File: src/rtl/id_ex_alu_stage.sv
// rtl/id_ex_alu_stage.sv - ID/EX pipeline register with ALU-control decode and operand forwarding
module id_ex_alu_stage #(
    parameter int DATA_W = 32,
    parameter int REG_AW = 5,
    parameter int CNT_W  = 16
) (
    input  logic              clk,
    input  logic              rst_n,
    input  logic              in_valid,
    output logic              in_ready,
    input  logic              stall,
    input  logic              flush,
    input  logic [1:0]        alu_op,
    input  logic [5:0]        funct,
    input  logic [DATA_W-1:0] rs_data,
    input  logic [DATA_W-1:0] rt_data,
    input  logic [DATA_W-1:0] imm,
    input  logic              alu_src,
    input  logic [REG_AW-1:0] rs_addr,
    input  logic [REG_AW-1:0] rt_addr,
    input  logic [REG_AW-1:0] rd_addr,
    input  logic              reg_write,
    input  logic              exmem_reg_write,
    input  logic [REG_AW-1:0] exmem_rd,
    input  logic [DATA_W-1:0] exmem_result,
    input  logic              memwb_reg_write,
    input  logic [REG_AW-1:0] memwb_rd,
    input  logic [DATA_W-1:0] memwb_result,
    output logic              out_valid,
    output logic [DATA_W-1:0] op1,
    output logic [DATA_W-1:0] op2,
    output logic [3:0]        sel,
    output logic [REG_AW-1:0] out_rd,
    output logic              out_reg_write,
    output logic [CNT_W-1:0]  bubble_cnt
);

    localparam logic [3:0] SEL_AND = 4'b0000;
    localparam logic [3:0] SEL_OR  = 4'b0001;
    localparam logic [3:0] SEL_ADD = 4'b0010;
    localparam logic [3:0] SEL_SUB = 4'b0110;
    localparam logic [3:0] SEL_SLT = 4'b0111;

    localparam logic [5:0] FN_ADD = 6'b100000;
    localparam logic [5:0] FN_SUB = 6'b100010;
    localparam logic [5:0] FN_AND = 6'b100100;
    localparam logic [5:0] FN_OR  = 6'b100101;
    localparam logic [5:0] FN_SLT = 6'b101010;

    localparam logic [REG_AW-1:0] REG_ZERO = '0;
    localparam logic [CNT_W-1:0]  CNT_ONE  = {{(CNT_W-1){1'b0}}, 1'b1};
    localparam logic [CNT_W-1:0]  CNT_MAX  = '1;

    logic              valid_q;
    logic              reg_write_q;
    logic [REG_AW-1:0] rd_q;
    logic [REG_AW-1:0] rs_addr_q;
    logic [REG_AW-1:0] rt_addr_q;
    logic [DATA_W-1:0] rs_data_q;
    logic [DATA_W-1:0] rt_data_q;
    logic [DATA_W-1:0] imm_q;
    logic              alu_src_q;
    logic [3:0]        sel_q;
    logic [CNT_W-1:0]  bubble_q;

    logic [3:0]        sel_dec;
    logic [CNT_W-1:0]  bubble_inc;
    logic [DATA_W-1:0] fwd_a;
    logic [DATA_W-1:0] fwd_b;

    always_comb begin
        sel_dec = SEL_ADD;
        case (alu_op)
            2'b00: sel_dec = SEL_ADD;
            2'b01: sel_dec = SEL_SUB;
            2'b10: begin
                case (funct)
                    FN_ADD:  sel_dec = SEL_ADD;
                    FN_SUB:  sel_dec = SEL_SUB;
                    FN_AND:  sel_dec = SEL_AND;
                    FN_OR:   sel_dec = SEL_OR;
                    FN_SLT:  sel_dec = SEL_SLT;
                    default: sel_dec = SEL_ADD;
                endcase
            end
            default: sel_dec = SEL_ADD;
        endcase
    end

    // Counter holds at all-ones instead of wrapping.
    assign bubble_inc = (bubble_q == CNT_MAX) ? bubble_q : bubble_q + CNT_ONE;

    always_ff @(posedge clk or negedge rst_n) begin
        if (!rst_n) begin
            valid_q     <= 1'b0;
            reg_write_q <= 1'b0;
            rd_q        <= '0;
            rs_addr_q   <= '0;
            rt_addr_q   <= '0;
            rs_data_q   <= '0;
            rt_data_q   <= '0;
            imm_q       <= '0;
            alu_src_q   <= 1'b0;
            sel_q       <= SEL_ADD;
            bubble_q    <= '0;
        end else if (flush) begin
            valid_q     <= 1'b0;
            reg_write_q <= 1'b0;
            bubble_q    <= bubble_inc;
        end else if (stall) begin
            valid_q     <= valid_q;
        end else if (in_valid) begin
            valid_q     <= 1'b1;
            reg_write_q <= reg_write;
            rd_q        <= rd_addr;
            rs_addr_q   <= rs_addr;
            rt_addr_q   <= rt_addr;
            rs_data_q   <= rs_data;
            rt_data_q   <= rt_data;
            imm_q       <= imm;
            alu_src_q   <= alu_src;
            sel_q       <= sel_dec;
        end else begin
            valid_q     <= 1'b0;
            reg_write_q <= 1'b0;
            bubble_q    <= bubble_inc;
        end
    end

    // Younger EX/MEM result takes precedence; register 0 is never forwarded.
    always_comb begin
        fwd_a = rs_data_q;
        if (exmem_reg_write && (exmem_rd != REG_ZERO) && (exmem_rd == rs_addr_q)) begin
            fwd_a = exmem_result;
        end else if (memwb_reg_write && (memwb_rd != REG_ZERO) && (memwb_rd == rs_addr_q)) begin
            fwd_a = memwb_result;
        end
    end

    always_comb begin
        fwd_b = rt_data_q;
        if (exmem_reg_write && (exmem_rd != REG_ZERO) && (exmem_rd == rt_addr_q)) begin
            fwd_b = exmem_result;
        end else if (memwb_reg_write && (memwb_rd != REG_ZERO) && (memwb_rd == rt_addr_q)) begin
            fwd_b = memwb_result;
        end
    end

    assign in_ready      = ~stall;
    assign out_valid     = valid_q;
    assign out_reg_write = reg_write_q & valid_q;
    assign out_rd        = rd_q;
    assign sel           = sel_q;
    assign op1           = fwd_a;
    assign op2           = alu_src_q ? imm_q : fwd_b;
    assign bubble_cnt    = bubble_q;

endmodule
File: config.mk
export PLATFORM = sky130hd
export DESIGN_NAME = id_ex_alu_stage
export DESIGN_NICKNAME = d
export VERILOG_FILES = /design/src/rtl/id_ex_alu_stage.sv
export SDC_FILE = /design/constraint.sdc
export NUM_CORES = 1
export LEC_CHECK = 0
export CORE_MARGIN = 5
export CORE_UTILIZATION = 30
export DETAILED_ROUTE_END_ITERATION = 6
export SYNTH_ARGS = -nofsm -noshare
export SYNTH_HDL_FRONTEND = slang
export SYNTH_SLANG_ARGS = --single-unit
export TNS_END_PERCENT = 50
File: constraint.sdc
create_clock -name clk -period 3.06 [get_ports clk]
set_clock_uncertainty 0.2 [all_clocks]
set_input_delay 0.612 -clock clk [delete_from_list [all_inputs] [get_ports clk]]
set_output_delay 0.612 -clock clk [all_outputs]
set_load 0.02 [all_outputs]
==> results.json, run 1 <==
{
  "outcome": "finished, violations left",
  "violations": "negative setup slack",
  "hold_class": "reg2reg",
  "grt_pass1_vias": 6946,
  "die_x_um": 165,
  "p_per_area_nw_per_um2": 573,
  "synth_xor_area_share_pct": 3.64,
  "fin_crit_ns": 3.26,
  "yosysWarnings": 0,
  "avgSynthCellArea_sq_um": 10.7,
  "synthMuxAreaShare_pct": 22.4,
  "fin_area_sq_um": 12900,
  "dieArea_sq_um": 27200,
  "grt_pass1_wl_mm": 43.1,
  "drive_gt1_share_pct": 42.5,
  "final_cells": 1343,
  "initial_core_util_pct": 30.6,
  "cts_tree": "done",
  "leakagePower_uw": 0.00524,
  "yosysTopAreaCell": "dfrtp_1",
  "drtIter0Drc": 279,
  "wl_mm": 29.5,
  "critPathMaxFanout": 5,
  "start_kind": "primary input",
  "ant_nets": 0,
  "gp_congestion": 0.815,
  "htreeDepth": 4,
  "synthTopCellsByArea": "dfrtp_1 46%, mux2_2 18%, mux2i_1 4.6%",
  "dp_cells": 1275,
  "via_count": 6689,
  "grt_usage_pct": 20.8,
  "drc": 0,
  "synthCells": 671,
  "synth_top_family_by_area": "multiplexers",
  "endpoint_kind": "output port",
  "rsz0062_at_grt": "yes",
  "cp_data_required_time_ns": 2.25,
  "syn-cell-area_sq_um": 7210,
  "yosysUniqueCellTypes": 42,
  "antenna_found_initial": 0,
  "max_freq_mhz": 307,
  "post_drt_wl_per_cell_um": 22.0,
  "synth-seq-area-share_pct": 46.2,
  "fill_cells": 2091,
  "core-area_sq_um": 23500,
  "clock-root-buffer": "clkbuf_16",
  "path_class": "in2out",
  "syn_to_final_growth_pct": 79.3,
  "worst_ir_drop_vdd_mv": 0.364,
  "firstDrtPassIters": 4,
  "cts.clk_slew.worst_paths_ns": 0.06,
  "die_h_um": 165,
  "syn_nets": 876,
  "maxCapViolCount": 0,
  "fin_util_pct": 54.9,
  "dp_hpwl_mm": 19.3,
  "port_buffers": 292,
  "synth-seq-cells": 133,
  "setup_viol": 64,
  "ios": 294,
  "numCtsBuffers": 17,
  "grt_overflow": 0,
  "crit_arrival_ns": 2.45,
  "num_antenna_cells": 0,
  "whs_ns": 0.300,
  "viasPerCell": 4.98,
  "fin_ws_ns": -0.201,
  "insertion_delay_ns": 0.42,
  "cts_max_path_buffers": 2,
  "hold_violations": 0,
  "clock-sinks": 133,
  "synth_fa_ha_area_share_pct": 0.521,
  "synth_top_area_share_pct": 45.8,
  "regArea_sq_um": 3330,
  "synth_compound_area_share_pct": 11.2,
  "grt_max_degree": 49,
  "timing.final.crit_share_pct": 107,
  "synth-simple-area-share_pct": 12.3,
  "maxSlewViolCount": 0,
  "row_count": 56,
  "nets": 1216,
  "dpl_cell_area_sq_um": 11000,
  "multiInputGateArea_sq_um": 4600
}
## cells in the final DEF (no fill, tap or decap), types with 3 or more instances in the layout
master,n
or4_4,3
a221oi_2,11
a21oi_2,9
buf_16,10
a21oi_1,24
nand2_1,37
buf_12,23
and3_1,32
nor2_1,48
ha_1,3
xnor2_1,11
buf_6,29
dfrtp_1,131
a21oi_4,5
clkbuf_16,19
buf_2,11
nor2_2,16
clkinv_4,5
buf_4,79
clkdlybuf4s50_1,216
inv_6,3
xor2_1,14
bufinv_16,4
nand4_1,6
mux2_2,114
nor2_4,16
nand3_1,7
xnor2_2,5
inv_1,4
mux2i_4,3
o21ai_0,4
o31ai_2,31
mux2i_1,28
a221oi_4,21
## final cells by class
cell class / instances / share of cell area (%)
tap: 319 / 3.09
sequential: 133 / 25.8
clock inverter: 13 / 1.53
multi-input combinational: 482 / 35.6
inverter: 4 / 0.116
clock buffer: 19 / 3.35
timing repair buffer: 373 / 30.6
## timing repair
| item | 4_1_cts | 5_1_grt |
|---|---|---|
| cloned | 13 | 3 |
| endpoints found under the setup margin | 64 | 64 |
| hold buffers | 1 | 0 |
| pin swaps | 55 | 49 |
| gates resized for setup | 443 | 103 |
| setup buffers | 13 | 10 |
| hold endpoints to repair | 34 | 0 |
## through the flow
stage | total power [uW] | TNS (ns) | worst slack, ns
after floorplan | 3620 | -1.79 | -0.0596
after global placement | 4860 | -55.42 | -0.963
after detailed placement | 4880 | -54.97 | -0.961
after CTS | 7240 | -8.03 | -0.229
after global routing | 7770 | -15.70 | -0.301
final | 7410 | -9.27 | -0.201
## sequential cells by signal, indices dropped and copies added, names as in the netlist
name,count
alu_src_q,1
bubble_cnt,16
imm_q,32
out_rd,5
out_valid,1
reg_write_q,1
rs_addr_q,5
rs_data_q,32
rt_addr_q,5
rt_data_q,32
sel,3
## kinds of logic after synthesis
kind of cell,count (synthesis)
AO/OA/AOI/OAI,115
XOR/XNOR,30
adder cells (fa/ha/maj),3
buffers and inverters,56
flip-flops,133
multiplexers,147
other,1
AND/OR/NAND/NOR,186
## final timing paths
check	depth (start not counted)	end	slack (ns)	start
max	9	op1[11]	-0.20	memwb_rd[2]
min	1	bubble_cnt[10]$_DFFE_PN0P_	0.30	bubble_cnt[10]$_DFFE_PN0P_
max reg2reg	5	bubble_cnt[1]$_DFFE_PN0P_	0.96	bubble_cnt[0]$_DFFE_PN0P_
min reg2reg	1	bubble_cnt[10]$_DFFE_PN0P_	0.30	bubble_cnt[10]$_DFFE_PN0P_
max in group asynchronous	3	out_rd[3]$_DFFE_PN0P_	1.41	rst_n
min in group asynchronous	2	imm_q[7]$_DFFE_PN0P_	0.46	rst_n
## critical path, stage by stage
cell	delay (ns)
buf_6	0.09
or4_4	0.53
o21a_4	0.26
and4_4	0.23
buf_4	0.16
buf_16	0.14
mux2i_1	0.11
a21oi_1	0.14
buf_4	0.16
## routing by layer
layer  track usage, %  wire length, um  up-vias
met5                0                0        -
met4             4.20              243        0
met3             4.74             1650       17
met2             35.0            14800      173
met1             27.6            12800     3361
li1                 -                -     3138
## cell usage after synthesis
library cell,count
xnor2_1,16
nor4b_1,1
mux2i_1,33
conb_1,1
buf_6,5
nand4_1,6
and4_1,1
o21ai_0,4
nand2b_1,1
nand3_1,7
a32oi_1,1
or2_2,1
and3_1,34
or3_1,1
buf_2,10
nand4bb_1,1
and4_4,1
nor3b_1,3
xor2_1,14
clkbuf_1,33
nand2_1,37
or4_1,3
o31ai_1,33
o22a_1,1
a221oi_1,32
ha_1,3
o21bai_1,1
nor3_1,4
o21ba_2,1
nand3_2,1
dfstp_2,1
dfrtp_1,132
and2_1,2
o21a_1,2
o2111ai_1,1
a22oi_1,1
a21oi_1,38
mux2_2,114
nor2_1,80
nor2b_1,2
buf_4,4
inv_1,4
## where the power goes
group          leakage, uW  switching, uW  internal, uW
Clock             0.000303            839          1380
Combinational      0.00334           1300          1520
Sequential         0.00160            274          2100
Total              0.00524           2410          5000
Note: power is estimated with default switching activity, not from simulation.
==> run 2, diff against run 1 <==
Settings changed: CTS_CLUSTER_SIZE set to 24.
==> results of run 2 <==
The final DEF is identical to that of run 1; final timing and power are the same.
==> run 3, diff against run 2 <==
Settings changed: GPL_ROUTABILITY_DRIVEN set to 0, PLACE_DENSITY set to 0.66.
==> results.json, run 3 (synthesized netlist as in run 1, its figures left out) <==
{
  "drtIter0Drc": 236,
  "dieArea_sq_um": 27200,
  "htreeDepth": 4,
  "final_common_cell": "clkdlybuf4s50_1",
  "maxCapViolCount": 0,
  "drc": 0,
  "critPathMaxFanout": 7,
  "cts_tree": "done",
  "nets": 1203,
  "grt_overflow": 0,
  "p_per_area_nw_per_um2": 574,
  "grt_pass1_wl_mm": 41.3,
  "die_x_um": 165,
  "syn_to_final_growth_pct": 70.8,
  "layout_common_cells": "216 x clkdlybuf4s50_1, 131 x dfrtp_1, 114 x mux2_2",
  "viasPerCell": 4.97,
  "via_count": 6614,
  "setup_viol": 64,
  "outcome": "finished, violations left",
  "cts_max_path_buffers": 2,
  "crit_arrival_ns": 2.44,
  "dpl_cell_area_sq_um": 10900,
  "path_class": "reg2out",
  "maxSlewViolCount": 0,
  "dp_cells": 1274,
  "insertion_delay_ns": 0.41,
  "start_kind": "flop",
  "timing.final.crit_share_pct": 106,
  "cts.clk_slew.worst_paths_ns": 0.06,
  "worstMarginPinSlew_ns": 0.523,
  "max_freq_mhz": 307,
  "violations": "negative setup slack",
  "relSlewSlack_pct": 65.1,
  "reg_top3": "imm_q x32, rs_data_q x32, rt_data_q x32",
  "row_count": 56,
  "ant_nets": 0,
  "drive_gt1_share_pct": 38.6,
  "hold_violations": 0,
  "tns_ns": -7.64,
  "whs_ns": 0.284,
  "dp_hpwl_mm": 19.2,
  "antenna_found_initial": 1,
  "core-area_sq_um": 23500,
  "die_h_um": 165,
  "rsz0062_at_grt": "yes",
  "hold_class": "reg2reg",
  "grt_pass1_vias": 7038,
  "post_drt_wl_per_cell_um": 21.1,
  "endpoint_kind": "output port",
  "initial_core_util_pct": 30.6,
  "final_cells": 1330,
  "grt_usage_pct": 19.8,
  "fin_area_sq_um": 12300,
  "fin_ws_ns": -0.194,
  "port_buffers": 292,
  "clock-sinks": 133,
  "fin_crit_ns": 3.25,
  "firstDrtPassIters": 4,
  "clock-root-buffer": "clkbuf_16",
  "grt_max_degree": 64,
  "leakagePower_uw": 0.00506,
  "ios": 294,
  "wl_mm": 28.1,
  "worst_ir_drop_vdd_mv": 0.297,
  "numCtsBuffers": 17,
  "cp_data_required_time_ns": 2.25
}
## run 3: worst paths after layout
check                                           start                          to  slack [ns]  cells past startpoint
max                          rs_addr_q[1]$_DFFE_PN0P_                     op1[20]       -0.19                      7
min                        bubble_cnt[10]$_DFFE_PN0P_  bubble_cnt[10]$_DFFE_PN0P_        0.28                      1
max reg2reg                 bubble_cnt[0]$_DFFE_PN0P_   bubble_cnt[1]$_DFFE_PN0P_        0.97                      5
min reg2reg                bubble_cnt[10]$_DFFE_PN0P_  bubble_cnt[10]$_DFFE_PN0P_        0.28                      1
max in group asynchronous                       rst_n       alu_src_q$_DFFE_PN0P_        1.40                      3
min in group asynchronous                       rst_n        imm_q[3]$_DFFE_PN0P_        0.51                      2
## run 3: repair_timing
action / CTS / global route
endpoints found under the hold margin: 49 / 0
hold buffers: 1 / 0
setup buffers: 11 / 6
gates cloned: 6 / 4
pin swaps: 62 / 30
endpoints found under the setup margin: 64 / 64
resized for setup: 429 / 46
## run 3: critical path, stage by stage (launching register included)
cell and delay [ns]:
dfrtp_1 0.40, buf_4 0.15, xnor2_1 0.36, and4_4 0.46
buf_12 0.19, mux2i_4 0.26, a21oi_2 0.08, buf_6 0.13
## run 3: final cells by class
class                      instances  area (sq um)
clock inverter                    12           133
timing repair buffer             359          3670
clock buffer                      18           439
antenna                            2          5.00
inverter                           4          15.0
fill                            2174         11200
tap                              319           399
sequential                       133          3330
multi-input combinational        483          4320
## run 3: routing by layer
layer	vias up	global-route usage, %	wire (um)
li1	3118	-	-
met3	20	4.37	1500
met1	3289	25.5	12000
met5	-	0	13
met4	2	5.10	400
met2	185	33.8	14200
## run 3: stage by stage
stage	utilization, %	setup WS (ns)	total power, uW
after CTS	51.1	-0.182	7070
after detailed placement	46.5	-0.977	4900
final	52.3	-0.194	7070
after floorplan	-	-0.0596	3620
after global placement	46.5	-0.971	4870
after global routing	52.3	-0.248	7420
## run 3: power by group
group	switching, uW	leakage [uW]	internal (uW)
clock	814	0.000274	1210
combinational	1240	0.00319	1420
sequential	278	0.00160	2100
